`config.mk`:
```
export PLATFORM = sky130hd
export DESIGN_NAME = cpu_seq
export DESIGN_NICKNAME = d
export VERILOG_FILES = /design/src/rtl/cpu_seq_pkg.sv /design/src/rtl/cpu_seq_alu.sv /design/src/rtl/cpu_seq.sv
export SDC_FILE = /design/constraint.sdc
export NUM_CORES = 1
export LEC_CHECK = 0
export BUFFER_PORTS_ARGS = -buffer_cell sky130_fd_sc_hd__buf_4
export CELL_PAD_IN_SITES_DETAIL_PLACEMENT = 1
export CELL_PAD_IN_SITES_GLOBAL_PLACEMENT = 1
export CORE_ASPECT_RATIO = 2
export CORE_MARGIN = 2
export CORE_UTILIZATION = 42
export DETAILED_ROUTE_END_ITERATION = 10
export HOLD_SLACK_MARGIN = 0.06
export PLACE_DENSITY = 0.77
export SYNTH_ARGS = -nofsm -noshare
export SYNTH_HDL_FRONTEND = slang
export SYNTH_SLANG_ARGS = --single-unit
```
`constraint.sdc`:
```
create_clock -name clk -period 4.2 [get_ports clk]
set_clock_uncertainty 0.1 [all_clocks]
set_input_delay 0.84 -clock clk [delete_from_list [all_inputs] [get_ports clk]]
set_output_delay 0.84 -clock clk [all_outputs]
set_load 0.02 [all_outputs]
```
`src/rtl/cpu_seq_pkg.sv`:
```
// Shared definitions for cpu_seq: opcode encoding, architectural register
// names and instruction field positions.
// The LDI/WRO/ADD/SUB values are kept from the original single-cycle core,
// so existing ROM images still decode the same way.
package cpu_seq_pkg;

  typedef enum logic [3:0] {
    INST_NOP = 4'h0,
    INST_LDI = 4'h1,
    INST_WRO = 4'h2,
    INST_ADD = 4'h3,
    INST_SUB = 4'h4,
    INST_AND = 4'h5,
    INST_OR  = 4'h6,
    INST_XOR = 4'h7,
    INST_SHL = 4'h8,
    INST_MOV = 4'h9,
    INST_JMP = 4'hA,
    INST_JZ  = 4'hB,
    INST_JC  = 4'hC,
    INST_HLT = 4'hF
  } op_e;

  localparam logic [3:0] AX = 4'd0;
  localparam logic [3:0] BX = 4'd1;
  localparam logic [3:0] CX = 4'd2;
  localparam logic [3:0] DX = 4'd3;

  // Instruction fields: op=[15:12] ra=[11:8] imm=[7:0], with imm = {rb, rc}
  localparam int OP_HI  = 15;
  localparam int OP_LO  = 12;
  localparam int RA_HI  = 11;
  localparam int RA_LO  = 8;
  localparam int IMM_HI = 7;
  localparam int IMM_LO = 0;
  localparam int RB_HI  = 7;
  localparam int RB_LO  = 4;
  localparam int RC_HI  = 3;
  localparam int RC_LO  = 0;

endpackage

```
`src/rtl/cpu_seq_alu.sv`:
```
// Combinational ALU for cpu_seq.
// Ports:
//   op_i      opcode of the instruction being executed
//   a_i, b_i  source operands r[ra], r[rb]
//   carry_i   current carry flag
//   result_o  value to write to r[rc]
//   carry_o   next carry flag (carry_i for ops that leave it alone)
//   we_o      op writes r[rc]
module cpu_seq_alu
  import cpu_seq_pkg::*;
#(
  parameter int N = 16
) (
  input  op_e          op_i,
  input  logic [N-1:0] a_i,
  input  logic [N-1:0] b_i,
  input  logic         carry_i,
  output logic [N-1:0] result_o,
  output logic         carry_o,
  output logic         we_o
);

  always_comb begin
    result_o = '0;
    carry_o  = carry_i;
    we_o     = 1'b0;
    case (op_i)
      INST_ADD: begin
        {carry_o, result_o} = {1'b0, a_i} + {1'b0, b_i};
        we_o = 1'b1;
      end
      INST_SUB: begin
        result_o = a_i - b_i;
        carry_o  = (a_i < b_i);   // unsigned borrow
        we_o     = 1'b1;
      end
      INST_AND: begin result_o = a_i & b_i; we_o = 1'b1; end
      INST_OR:  begin result_o = a_i | b_i; we_o = 1'b1; end
      INST_XOR: begin result_o = a_i ^ b_i; we_o = 1'b1; end
      INST_SHL: begin
        result_o = {a_i[N-2:0], 1'b0};
        carry_o  = a_i[N-1];
        we_o     = 1'b1;
      end
      INST_MOV: begin result_o = a_i; we_o = 1'b1; end
      default: ;
    endcase
  end

endmodule

```
`src/rtl/cpu_seq.sv`:
```
// cpu_seq: small sequential CPU fetching from a combinational instruction
// ROM, one instruction per cycle when inst_valid is high.
// Ports:
//   clk, rst     clock, synchronous active-high reset
//   imem_addr    fetch address (current PC)
//   inst         instruction at imem_addr, valid the same cycle
//   inst_valid   low stalls the core (all state holds)
//   wr_addr/out  address/data latched by WRO
//   out_valid    one-cycle pulse after a WRO executes
//   carry        carry/borrow flag
//   halted       set by HLT, cleared only by reset
module cpu_seq
  import cpu_seq_pkg::*;
#(
  parameter int N    = 16,
  parameter int REGN = 4,
  parameter int PCW  = 8
) (
  input  logic           clk,
  input  logic           rst,
  output logic [PCW-1:0] imem_addr,
  input  logic [15:0]    inst,
  input  logic           inst_valid,
  output logic [15:0]    wr_addr,
  output logic [N-1:0]   out,
  output logic           out_valid,
  output logic           carry,
  output logic           halted
);

  logic [PCW-1:0]           pc_q, pc_d;
  logic [REGN-1:0][N-1:0]   regs_q, regs_d;
  logic [15:0]              wr_addr_q, wr_addr_d;
  logic [N-1:0]             out_q, out_d;
  logic                     out_valid_q, out_valid_d;
  logic                     carry_q, carry_d;
  logic                     halted_q, halted_d;

  op_e        op;
  logic [3:0] ra, rb, rc;
  logic [7:0] imm;

  assign op  = op_e'(inst[OP_HI:OP_LO]);
  assign ra  = inst[RA_HI:RA_LO];
  assign rb  = inst[RB_HI:RB_LO];
  assign rc  = inst[RC_HI:RC_LO];
  assign imm = inst[IMM_HI:IMM_LO];

  // Register file padded to all 16 encodable indices; indices at or above
  // REGN read as zero so any 4-bit field can index it directly.
  logic [15:0][N-1:0] rf_ext;
  for (genvar g = 0; g < 16; g++) begin : g_rd
    if (g < REGN) begin : g_live
      assign rf_ext[g] = regs_q[g];
    end else begin : g_zero
      assign rf_ext[g] = '0;
    end
  end

  logic [N-1:0] opa, opb;
  assign opa = rf_ext[ra];
  assign opb = rf_ext[rb];

  logic [N-1:0] alu_res;
  logic         alu_carry, alu_we;

  cpu_seq_alu #(.N(N)) u_alu (
    .op_i     (op),
    .a_i      (opa),
    .b_i      (opb),
    .carry_i  (carry_q),
    .result_o (alu_res),
    .carry_o  (alu_carry),
    .we_o     (alu_we)
  );

  logic         wen;
  logic [3:0]   waddr;
  logic [N-1:0] wdata;

  always_comb begin
    pc_d        = pc_q;
    regs_d      = regs_q;
    wr_addr_d   = wr_addr_q;
    out_d       = out_q;
    out_valid_d = 1'b0;
    carry_d     = carry_q;
    halted_d    = halted_q;
    wen         = 1'b0;
    waddr       = rc;
    wdata       = alu_res;
    if (inst_valid && !halted_q) begin
      pc_d    = pc_q + PCW'(1);
      carry_d = alu_carry;
      wen     = alu_we;
      case (op)
        INST_LDI: begin
          wen   = 1'b1;
          waddr = ra;
          wdata = N'(imm);
        end
        INST_WRO: begin
          out_d       = opa;
          wr_addr_d   = 16'(imm);
          out_valid_d = 1'b1;
        end
        INST_JMP: pc_d = imm[PCW-1:0];
        INST_JZ:  if (opa == '0) pc_d = imm[PCW-1:0];
        INST_JC:  if (carry_q)   pc_d = imm[PCW-1:0];
        INST_HLT: begin
          pc_d     = pc_q;
          halted_d = 1'b1;
        end
        default: ;
      endcase
      // Writes to indices >= REGN match no entry and are dropped
      for (int i = 0; i < REGN; i++) begin
        if (wen && waddr == 4'(i)) regs_d[i] = wdata;
      end
    end
  end

  always_ff @(posedge clk) begin
    if (rst) begin
      pc_q        <= '0;
      regs_q      <= '0;
      wr_addr_q   <= '0;
      out_q       <= '0;
      out_valid_q <= 1'b0;
      carry_q     <= 1'b0;
      halted_q    <= 1'b0;
    end else begin
      pc_q        <= pc_d;
      regs_q      <= regs_d;
      wr_addr_q   <= wr_addr_d;
      out_q       <= out_d;
      out_valid_q <= out_valid_d;
      carry_q     <= carry_d;
      halted_q    <= halted_d;
    end
  end

  assign imem_addr = pc_q;
  assign wr_addr   = wr_addr_q;
  assign out       = out_q;
  assign out_valid = out_valid_q;
  assign carry     = carry_q;
  assign halted    = halted_q;

endmodule

```
Word-level counts from Yosys, hierarchy flattened
Cells that the tools add are included.
{"block": "word_totals", "register_bits": 99, "in_bits": 19, "output_inout_bits": 43}
{"block": "classes", "add_sub_neg": 3, "magnitude_cmp": 3, "eq_ne": 16, "mux": 16, "bitwise_logic": 5, "n_reduce_logical": 19}
{"cell": "$bmux 16 s4", "n": 2}
{"cell": "$pmux 16 s7", "n": 1}
{"cell": "$mux 16", "n": 3}
{"cell": "$pmux 8 s4", "n": 1}
{"cell": "$eq 4x4->1 const B", "n": 6}
{"cell": "$add 16x16->17", "n": 1}
{"cell": "$and 16x16->16", "n": 1}
{"cell": "$eq 4x2->1 const B", "n": 4}
{"cell": "$eq 4x3->1 const B", "n": 4}
{"cell": "$logic_not 16->1", "n": 1}
{"cell": "$lt 16x16->1", "n": 1}
{"cell": "$mux 8", "n": 2}
{"cell": "$or 16x16->16", "n": 1}
{"cell": "$reduce_and 2->1", "n": 8}
{"cell": "$sub 16x16->16", "n": 1}
{"cell": "$xor 16x16->16", "n": 1}
{"cell": "$lt 4x5->1 const B", "n": 2}
{"cell": "$add 8x1->8 const B", "n": 1}
{"cell": "$eq 4x1->1 const B", "n": 2}
{"cell": "$mux 4", "n": 2}
{"cell": "$reduce_or 7->1", "n": 1}
{"cell": "$logic_and 1x1->1", "n": 5}
{"cell": "$logic_not 4->1", "n": 1}
{"cell": "$mux 1", "n": 4}
{"cell": "5 further kinds", "n": 6}

Depth between registers and ports, before layout
{"block": "depth", "ltp_word": 7, "mapped_depth": 16, "ltp_nobuf": 14}

Cells and area by module
Synthesis repeated with hierarchy kept, for this count alone.
{"block": "hier_totals", "cells_unflattened": 987, "hier_area_um2": 8300.5}
{"mod": "cpu_seq", "instances": 1, "cells_per_inst": 575, "area_per_inst_um2": 5397.7, "seq_area_each_um2": 1981.9}
{"mod": "cpu_seq_alu", "instances": 1, "cells_per_inst": 412, "area_per_inst_um2": 2902.8, "seq_area_each_um2": 0.0}

Least setup slack after synthesis
Ideal clock, no wire load.
{"block": "synth_path", "kind": "input-to-reg", "startpoint": "input port inst[8]", "endpoint": "register regs_q[29] (netlist bit)", "arrival_ns": 3.987, "path_slack_ns": -0.002, "cell_stages": 14, "n_path_buf": 3, "path_cell_list": "buf_2 buf_4 buf_4 mux2i_1 o22ai_1 inv_1 ha_1 o21bai_1 a2111oi_2 o21ai_2 a41o_1 and4_1 o31a_1 a31o_1"}
{"block": "synth_between", "elab_chain_len": 5, "elab_cells_between_ends": 14}
{"element": "from (decl)", "line": "cpu_seq.sv:22", "source": "input logic [15:0] inst,"}
{"element": "$bmux 16 s4 *", "line": "cpu_seq.sv:61", "source": "assign opa = rf_ext[ra];"}
{"element": "$mux 16 (implied by the code) *", "line": "cpu_seq.sv:61"}
{"element": "via opa[1]", "line": "cpu_seq.sv:60", "source": "logic [N-1:0] opa, opb;"}
{"element": "$sub 16x16->16 or $add 16x16->17 (tied branches)", "line": "cpu_seq_alu.sv:33, cpu_seq_alu.sv:29"}
{"element": "$pmux 16 s7 *", "line": "cpu_seq_alu.sv:27", "source": "case (op_i)"}
{"element": "$mux 16 *", "line": "cpu_seq.sv:96", "source": "case (op)"}
{"element": "to (signal assigned)", "line": "cpu_seq.sv:134", "source": "regs_q <= regs_d;"}
{"element": "to (decl)", "line": "cpu_seq.sv:32", "source": "logic [REGN-1:0][N-1:0] regs_q, regs_d;"}
Mark *: on every way through the listed nets, which the timed path passes. The rest lies on a longest branch. The select of a mux whose other input is x is not followed.
A chain may end at the register's enable or synchronous reset.

Final worst setup path
{"block": "layout_path", "startpoint": "input port inst[9]", "endpoint": "register regs_q[45] (netlist bit)"}
The elaborated chain is that of the path after synthesis.

==> metrics.md <==
| Metric | Value |
|---|---|
| Status | finished, final reports clean |
| Period Utilization, post-route | a little over nine tenths |
| Diode count | 0 |
| Clock sinks | between 90 and 100 |
| Multi-input logic area | 5590 um2 |
| Post-synth top cells | dfxtp_1, nor2_1, nand2_1 |
| Die height | 201 um |
| Layout net count | roughly 1.2k |
| Synth async-reset ratio | 0% |
| RSZ-0062 raised after global routing | false |
| Synth top area share | approximately 24% |
| Area leader, netlist | dfxtp_1 |
| Core area | 19,200 um2 |
| Die area | around 21,000 um2 |
| Post-Route Utilization | about half |
| Wire per inst | 24.8 um |
| GRT overflow | 0 |
| DRT Wirelength | 35,400 um |
| Syn. warnings | 0 |
| Worst-path maximum fanout | 11 |
| Synth top area cells | dfxtp_1, ha_1, mux2i_1, a21oi_1, o21ai_0 |
| Max Cap Violations | 0 |
| Flop2flop setup slack | around 0.52 ns |
| Netlist cell types | between 90 and 100 |
| Clock slew at reported path FFs | ~0.070 ns |
| Largest net degree at the start of global routing | 67 |
| HP Class | reg2reg |
| Pwr Density | 234 nW/um2 |
| F_max | ~0.25 GHz |
| Pwr Total | 2.31 mW |
| Vias in the first global route | 9,314 |
| Layout area overhead | 21.4% |
| Final setup violation count | 0 |
| Most common cell in the netlist | dfxtp_1 |
| CTS Buf Count | 9 |
| Worst vdd ir | approximately 0.17 mV |
| Residual DRC | 0 |
| Iter 0 DRT Violations | roughly 400 |
| # H-tree levels | 3 |
| Final count of hold timing violations | 0 |
| Register area share after synthesis | 24.4% |
| Post-synth EDFFs | 0 |
| Cells after Synth | roughly 1.0k |
| Flip-flop and latch area | between 1500 and 2000 um2 |
| Setup crit start | inst[9] |
| Fillers | between 2k and 2.5k |
| Worst Max-Slew Pin Slew | just under 0.9 ns |
| Crit path DAT | between 4 and 5 ns |
| Synth Register Bits | a little under 100 |
| Pre-CTS setup slack | -0.190 ns |
| DP Wirelength | between 20,000 and 30,000 um |
| Crit start category | input port |
| Required time worst endpoint | 4.36 ns |
| GPL Wtd Cong | approximately 1.1 |
| Via count | ~8.9k |
| Initial DRT Pass Iterations | 5 |
| CP Capture Type | register |
| Clock root cell | clkbuf_16 |
| Fin. max-slew vios | 0 |
| Worst r2r src | regs_q[48]$_SDFFE_PP0P_ |
| Drt via density | 6.22 |
| Primary FF master, synth | dfxtp_1 |
| Max clock buf depth | 2 |
| Antenna viol nets, final | 0 |
| Clk_lat worst skew | between 0.3 and 0.4 ns |
| Final WS setup | 0.130 ns |
| Synthesized area | 8120 um2 |
| Leak | 4.14 nW |
| GRT Util Overall | a little over a third |
| Avg Inst Size Synth | roughly 7.9 um2 |
| Min cycle time layout | approximately 4.1 ns |
| Initial antenna violation count | 1 |
| Hold_sp | wr_addr[2]$_SDFFE_PP0P_ |
| Starting Density | 42.3% |
| IO Port Bufs | 53 |
| Critical path class | in2reg |
| Share of cells above drive strength 1 | between 20% and 30% |
| I/O Pins | between 60 and 70 |
| Rel. slew slack | between 40% and 50% |
| CTS tree | built |
| First-pass GRT wire length | between 50,000 and 60,000 um |
| Die Width | ~100 um |
| Row count | just over 70 |
## registers in the layout (all words and copies together), names as in the netlist
name	count
out	16
regs_q	64
out_valid	1
carry	1
wr_addr	8
imem_addr	8
halted	1
## timing repair
action / CTS / global route
endpoints found under the setup margin: 0 / 9
buffers inserted: 0 / 1
resized for setup: 0 / 4
hold buffers: 0 / 0
## worst paths after layout
path	end	cells past startpoint
setup / recovery	regs_q[45]$_SDFFE_PP0P_	13
hold / removal	wr_addr[2]$_SDFFE_PP0P_	2
setup reg to reg	regs_q[60]$_SDFFE_PP0P_	14
hold reg to reg	wr_addr[2]$_SDFFE_PP0P_	2
## stage by stage
step	TNS, ns	cell area (um2)	hold slack, ns	cells
final	0	9860	0.356	1427
after global routing	0	9860	0.390	1427
after global placement	-2.05	9520	0.343	1410
after detailed placement	-3.18	9520	0.349	1410
after CTS	0	9830	0.358	1426
after floorplan	0	8150	0.348	1041
## cell usage in the layout, fill, tap and decap left out, types with 25 or more instances in the layout
master    synthesis  final
nand2_1          84     84
mux2i_1          60     60
inv_1            49     49
a21oi_1          77     77
ha_1             49     49
o21ai_0          71     71
nand2b_1         25     25
dfxtp_1          99     99
buf_4            15    192
nor2_1           90     90
a211oi_1         37     37
## report_power, final
part	switching [mW]	internal [mW]	total [mW]
sequential	0.0184	0.954	0.973
clock	0.390	0.495	0.884
combinational	0.282	0.172	0.454
## critical path, stage by stage
cell and delay (ns):
buf_4 0.13, or3_1 0.49, buf_4 0.25, o22ai_1 0.35, inv_1 0.13, ha_1 0.41, inv_1 0.11, a221oi_1 0.38
o21bai_1 0.14, a41o_1 0.26, and4_1 0.21, o31a_1 0.30, a31o_1 0.23
## routing by layer
layer | share of wire (%) | track usage, % | routed length (um)
met1 | 35 | 35.9 | 12500
met2 | 51 | 60.9 | 18200
met3 | 3.7 | 5.75 | 1300
met4 | 9.7 | 29.0 | 3450
met5 | 0 | 0 | 0
## cell type report
class | count | share of cell area (%)
clock inverters | 5 | 0.596
clock buffers | 11 | 2.56
flip-flops and latches | 99 | 20.1
well taps | 259 | 3.29
repair buffers | 192 | 14.6
multi-input cells | 805 | 56.7
inverters | 56 | 2.18
## kinds of logic (layout without fill, tap and decap cells)
| group | count (synthesis) | count (layout) | synth area share [%] |
|---|---|---|---|
| buffers and inverters | 137 | 264 | 7.64 |
| multiplexers | 76 | 76 | 9.61 |
| XOR/XNOR | 4 | 4 | 0.431 |
| other | 1 | 8 | 0.0462 |
| adder cells (fa/ha/maj) | 51 | 51 | 8.04 |
| AND/OR/NAND/NOR | 311 | 311 | 19.5 |
| AO/OA/AOI/OAI | 355 | 355 | 30.4 |
| flip-flops | 99 | 99 | 24.4 |
(Power assumes the default switching activity.)
